$ cat src/rtl/equal_bist.sv
// -----------------------------------------------------------------------------
// equal_bist -- built-in self-test sequencer for an external 6-bit equality
// comparator. A 12-bit LFSR generates operand pairs. Each vector is driven,
// allowed to settle, and the comparator's answer is checked against the ideal
// result. Mismatches are counted, and the first failing pair is captured.
//
// Parameters
//   SETTLE  settle cycles between driving operands and sampling (1-15)
//   SEED    nonzero LFSR start value
//
// Ports
//   clk          rising-edge clock
//   rst_n        asynchronous active-low reset
//   start        one-cycle run request, accepted only in IDLE
//   num_vectors  vectors per run, sampled on an accepted start (0 = 256)
//   dut_a/dut_b  operands driven to the comparator under test
//   dut_out      comparator result (1 = equal)
//   busy         high while a run is in progress (not in the done cycle)
//   done         one-cycle pulse at the end of a run
//   pass         last completed run had no errors; held until the next start
//   err_count    mismatches in the current or last run, saturating at 255
//   fail_a/b     operands of the first failing vector (0 if none)
//
// Configuration
//   EQUAL_BIST_FORCE_EQ_EN  when defined, odd-indexed vectors drive
//                           dut_b = dut_a so the "equal" path is exercised.
// -----------------------------------------------------------------------------
module equal_bist #(
   parameter int unsigned SETTLE = 1,
   parameter logic [11:0] SEED   = 12'hACE
) (
   input  logic       clk,
   input  logic       rst_n,
   input  logic       start,
   input  logic [7:0] num_vectors,
   output logic [5:0] dut_a,
   output logic [5:0] dut_b,
   input  logic       dut_out,
   output logic       busy,
   output logic       done,
   output logic       pass,
   output logic [7:0] err_count,
   output logic [5:0] fail_a,
   output logic [5:0] fail_b
);

   typedef enum logic [2:0] {
      IDLE,
      DRIVE,
      SETTLE_W,
      CHECK,
      FINISH
   } state_e;

   localparam logic [3:0] SETTLE_LAST = 4'(SETTLE - 1);

   state_e      state_q, state_d;
   logic [11:0] lfsr_q, lfsr_d;
   logic [5:0]  dut_a_q, dut_a_d, dut_b_q, dut_b_d;
   logic [5:0]  fail_a_q, fail_a_d, fail_b_q, fail_b_d;
   logic [7:0]  err_q, err_d;
   logic        pass_q, pass_d;
   logic [8:0]  n_q, n_d;       // vectors in this run, 1..256
   logic [8:0]  idx_q, idx_d;   // index of the vector being processed
   logic [3:0]  settle_q, settle_d;

   logic        mismatch;
   logic [11:0] lfsr_next;
   logic [5:0]  next_b;

   // Fibonacci LFSR for x^12+x^11+x^10+x^4+1: taps at bits 11,10,9,3,
   // shifting left with the feedback bit entering at bit 0.
   assign lfsr_next = {lfsr_q[10:0], lfsr_q[11] ^ lfsr_q[10] ^ lfsr_q[9] ^ lfsr_q[3]};

   // Comparator answer disagrees with the ideal equality result.
   assign mismatch = dut_out != (dut_a_q == dut_b_q);

`ifdef EQUAL_BIST_FORCE_EQ_EN
   assign next_b = idx_q[0] ? lfsr_q[11:6] : lfsr_q[5:0];
`else
   assign next_b = lfsr_q[5:0];
`endif

   // NOTE: every signal written here gets its default first so that no path
   // leaves one unassigned, which would infer a latch.
   always_comb begin
      state_d  = state_q;
      lfsr_d   = lfsr_q;
      dut_a_d  = dut_a_q;
      dut_b_d  = dut_b_q;
      fail_a_d = fail_a_q;
      fail_b_d = fail_b_q;
      err_d    = err_q;
      pass_d   = pass_q;
      n_d      = n_q;
      idx_d    = idx_q;
      settle_d = settle_q;

      unique case (state_q)
         IDLE: begin
            if (start) begin
               state_d  = DRIVE;
               lfsr_d   = SEED;
               err_d    = 8'd0;
               fail_a_d = 6'd0;
               fail_b_d = 6'd0;
               pass_d   = 1'b0;
               idx_d    = 9'd0;
               n_d      = (num_vectors == 8'd0) ? 9'd256 : {1'b0, num_vectors};
            end
         end
         DRIVE: begin
            dut_a_d  = lfsr_q[11:6];
            dut_b_d  = next_b;
            settle_d = SETTLE_LAST;
            state_d  = SETTLE_W;
         end
         SETTLE_W: begin
            if (settle_q == 4'd0) state_d = CHECK;
            else                  settle_d = settle_q - 4'd1;
         end
         CHECK: begin
            if (mismatch) begin
               if (err_q != 8'd255) err_d = err_q + 8'd1;
               // err_count only reaches zero again on a new start, so this
               // captures the first failing pair only.
               if (err_q == 8'd0) begin
                  fail_a_d = dut_a_q;
                  fail_b_d = dut_b_q;
               end
            end
            lfsr_d = lfsr_next;
            idx_d  = idx_q + 9'd1;
            if (idx_q + 9'd1 == n_q) begin
               state_d = FINISH;
               // Resolved here so pass is already valid in the done cycle,
               // including the final vector's result.
               pass_d  = (err_d == 8'd0);
            end else begin
               state_d = DRIVE;
            end
         end
         FINISH: state_d = IDLE;
         default: state_d = IDLE;
      endcase
   end

   // NOTE: state registers use non-blocking assignments so every register
   // samples its next value from the same pre-edge snapshot.
   always_ff @(posedge clk or negedge rst_n) begin
      if (!rst_n) begin
         state_q  <= IDLE;
         lfsr_q   <= SEED;
         dut_a_q  <= 6'd0;
         dut_b_q  <= 6'd0;
         fail_a_q <= 6'd0;
         fail_b_q <= 6'd0;
         err_q    <= 8'd0;
         pass_q   <= 1'b0;
         n_q      <= 9'd0;
         idx_q    <= 9'd0;
         settle_q <= 4'd0;
      end else begin
         state_q  <= state_d;
         lfsr_q   <= lfsr_d;
         dut_a_q  <= dut_a_d;
         dut_b_q  <= dut_b_d;
         fail_a_q <= fail_a_d;
         fail_b_q <= fail_b_d;
         err_q    <= err_d;
         pass_q   <= pass_d;
         n_q      <= n_d;
         idx_q    <= idx_d;
         settle_q <= settle_d;
      end
   end

   assign busy      = (state_q == DRIVE) || (state_q == SETTLE_W) || (state_q == CHECK);
   assign done      = (state_q == FINISH);
   assign pass      = pass_q;
   assign err_count = err_q;
   assign fail_a    = fail_a_q;
   assign fail_b    = fail_b_q;
   assign dut_a     = dut_a_q;
   assign dut_b     = dut_b_q;

endmodule

$ cat config.mk
export PLATFORM = sky130hd
export DESIGN_NAME = equal_bist
export DESIGN_NICKNAME = d
export VERILOG_FILES = /design/src/rtl/equal_bist.sv
export SDC_FILE = /design/constraint.sdc
export NUM_CORES = 1
export LEC_CHECK = 0
export CAP_MARGIN = 20
export CORE_AREA = 2 2 80 82
export DETAILED_ROUTE_END_ITERATION = 8
export DIE_AREA = 0 0 82 84
export DONT_BUFFER_PORTS = 1
export MAX_ROUTING_LAYER = met4
export PLACE_DENSITY = 0.74
export REMOVE_ABC_BUFFERS = 1
export SETUP_SLACK_MARGIN = 0.5
export SLEW_MARGIN = 20
export SYNTH_ARGS = -nofsm -noshare
export SYNTH_HDL_FRONTEND = slang
export SYNTH_SLANG_ARGS = --single-unit
$ cat constraint.sdc
create_clock -name clk -period 5.85 [get_ports clk]
set_clock_uncertainty 0.1 [all_clocks]
set_input_delay 1.4625 -clock clk [delete_from_list [all_inputs] [get_ports clk]]
set_output_delay 1.4625 -clock clk [all_outputs]
set_load 0.05 [all_outputs]
==> results.cfg <==
[worst_setup_path]
crit_arrival_ps = 1680
cpMostUsedCell = nor2_1
slowest_delay_ps = 680
path_cells = nor2_1 > nor2_1
cp_slowest_cell = nor2_1
path_max_fanout = 8
crit_type = flop to output pin
crit_family = simple AND/OR/NAND/NOR gates
cp-end-kind = output pin
path_buf_inv = 0
cp.required_ps = 4290
critPathLaunchType = flop

[floorplanning]
dieArea_sq_um = 6888
core_area_sq_um = 6096
ios = 47
fp.dieH_um = 84
rows = 29
initial_core_util_pct = 57.76
die-width_um = 82

[synth]
yosysWarnings = 0
post-synth-top-area-cell = dfrtp_1
ys_seq_area_share_pct = 50.00
synth_flop_cell = dfrtp_1
async_flop_share_pct = 100.0
netlist_area_sq_um = 3521
ys_types = 47
synthesis.area_per_instance_sq_um = 9.753
netlist_instances = 361
synth-edff-count = 0
yosysMostFrequentCell = nand2_1
synth_common_cells = 69 x nand2_1, 63 x dfrtp_1, 36 x o21ai_0, 24 x nor2_1, 17 x xnor2_1
synth_area_leaders = dfrtp_1 45%, nand2_1 7.4%, dfstp_2 5.2%, o21ai_0 5.1%, mux2_2 4.8%
synth_top_area_share_pct = 44.78
ys_ff_latch = 70

[cells_and_area]
final_layout_size_suffix_gt1_share_pct = 13.09
nNetsFinal = 371
finalInstanceArea_sq_um = 3776
stdcell_count = 436
syn2layout_area_growth_pct = 7.249
num_antenna_cells = 0

[clock_tree]
post_cts_buffers = 0
ctsResizeCount = 0
clock_latency_ps = 340
cts_hold_buf = 0
numCtsBuffers = 9
tritoncts = done
htreeDepth = 3
clkSinkCount = 70
root_buffer = clkbuf_8
clk_pin_slew_worst_paths_ps = 80
clk_path_buf_depth = 2

[pwr]
irDropWorstVdd_uv = 382.1
p_leak_nw = 1.564
cellPowerDensity_nw_per_um2 = 578.3
total_power_w = 0.002184

[placed_design]
port_buffers = 0
dp_slack_ps = 2622
hpwlAfterDp_um = 4745
place_area_sq_um = 3571
dp.cells = 420
gp_congestion = 0.8341

[sta]
setup_ws_ps = 2612
setup_tns_ps = 0
period_needed_ps = 3238
setup_violations = 0
fin_crit_sh_pct = 55.35
worst_slew_pin_slew_ps = 1023
max_slew_margin_pct = 31.54
hold_viol_final = 0
grt_setup_unrepaired = no
finalMaxSlewViolations = 0
fmax_mhz = 308.8

[run]
cap_violations = 0

[outcome]
status = finished clean

[global_route]
antenna_found_initial = 0
gr-total-overflow = 0
grt-busiest-layer = met2
use_met1_pct = 31.42
grt_usage_pct = 23.27
met3_usage_pct = 6.061
grt_max_degree = 71
grt_pass1_wl_um = 11940
use_met2_pct = 34.29
grt_pass1_vias = 2578

[routing]
drc = 0
first_pass_iters = 4
wl_um = 7189
ant_nets = 0
routedWlPerCell_um = 16.49
vias_per_cell = 6.037
vias = 2632
drt_iter0_markers = 155

[hold_path]
hp-class = flop to flop
path summary, 6_finish.rpt:
kind | start | to | slack, ps | cells past startpoint
hold reg to reg | n_q[5]$_DFFE_PN0P_ | n_q[5]$_DFFE_PN0P_ | 400 | 2
min in group asynchronous | rst_n | state_q[1]$_DFFE_PN0P_ | 710 | 0
hold / removal | n_q[5]$_DFFE_PN0P_ | n_q[5]$_DFFE_PN0P_ | 400 | 2
max in group asynchronous | rst_n | lfsr_q[6]$_DFFE_PN1P_ | 4750 | 0
setup / recovery | state_q[1]$_DFFE_PN0P_ | busy | 2610 | 2
setup reg to reg | dut_b[1]$_DFFE_PN0P_ | pass$_DFFE_PN0P_ | 2850 | 7
layout make-up:
class / instances / area (sq um)
fillers: 543 / 2320
flip-flops and latches: 70 / 1760
inverters: 8 / 30.03
multi-input cells: 263 / 1678
well taps: 77 / 96.34
clock buffers: 9 / 123.9
repair buffers: 2 / 15.01
clock inverters: 7 / 72.57
cells by family after synthesis:
logic type               count (synthesis)  share of synthesized area, %
buffers and inverters                   28                         3.092
XOR/XNOR                                28                         7.391
flip-flops                              70                         50.00
AND/OR/NAND/NOR                        145                         19.69
multiplexers                            18                         5.650
AO/OA/AOI/OAI                           67                         12.40
adder cells (fa/ha/maj)                  5                         1.777
where the power goes:
group | switching, W | total [W] | internal [W] | leakage, nW
clock network | 0.000187 | 0.000384 | 0.000197 | 0.0956
logic | 0.000365 | 0.000662 | 0.000296 | 0.586
registers | 0.000474 | 0.00114 | 0.000664 | 0.883
total | 0.00103 | 0.00218 | 0.00116 | 1.56
per-stage QoR:
stage,utilization [%],hold slack (ps)
detailed placement,58.58,389.6
floorplan,-,365.2
CTS,61.80,407.3
finish,61.95,402.2
global placement,58.48,384.4
global route,61.95,437.0
sequential cells by signal (all words and copies together), names as in the netlist:
register / cells
idx_q: 9
state_q: 3
pass: 1
err_count: 8
fail_a: 6
fail_b: 6
dut_a: 6
lfsr_q: 12
settle_q: 4
n_q: 9
dut_b: 6
cells in the final DEF (no fill, tap or decap), types with 5 or more instances in the layout:
cell	Yosys	routed
a22o_1	6	6
clkbuf_8	0	9
dfrtp_1	63	63
dfstp_2	7	7
ha_1	5	5
inv_1	8	8
mux2_2	15	15
nand2_1	69	69
nand3_1	10	10
nand4_1	9	9
nor2_1	24	23
nor3_1	7	6
nor4_1	5	5
o21ai_0	36	36
o22a_1	7	7
xnor2_1	17	17
xor2_1	10	10
layer usage:
| metal | vias to the layer above | wire length, um |
|---|---|---|
| met5 | - | 0 |
| met2 | 65 | 3464 |
| met1 | 1307 | 3267 |
| li1 | 1248 | - |
| met4 | 0 | 129 |
| met3 | 12 | 327 |
worst register-to-register path, stage by stage (launching register included):
cell and delay [ps]:
dfrtp_1 690, xnor2_1 210, nand4_1 190, nor3_4 340, mux2i_1 710, or4bb_1 460, nand3b_1 110, a31o_1 140
Power figures use the tool's default switching activity.
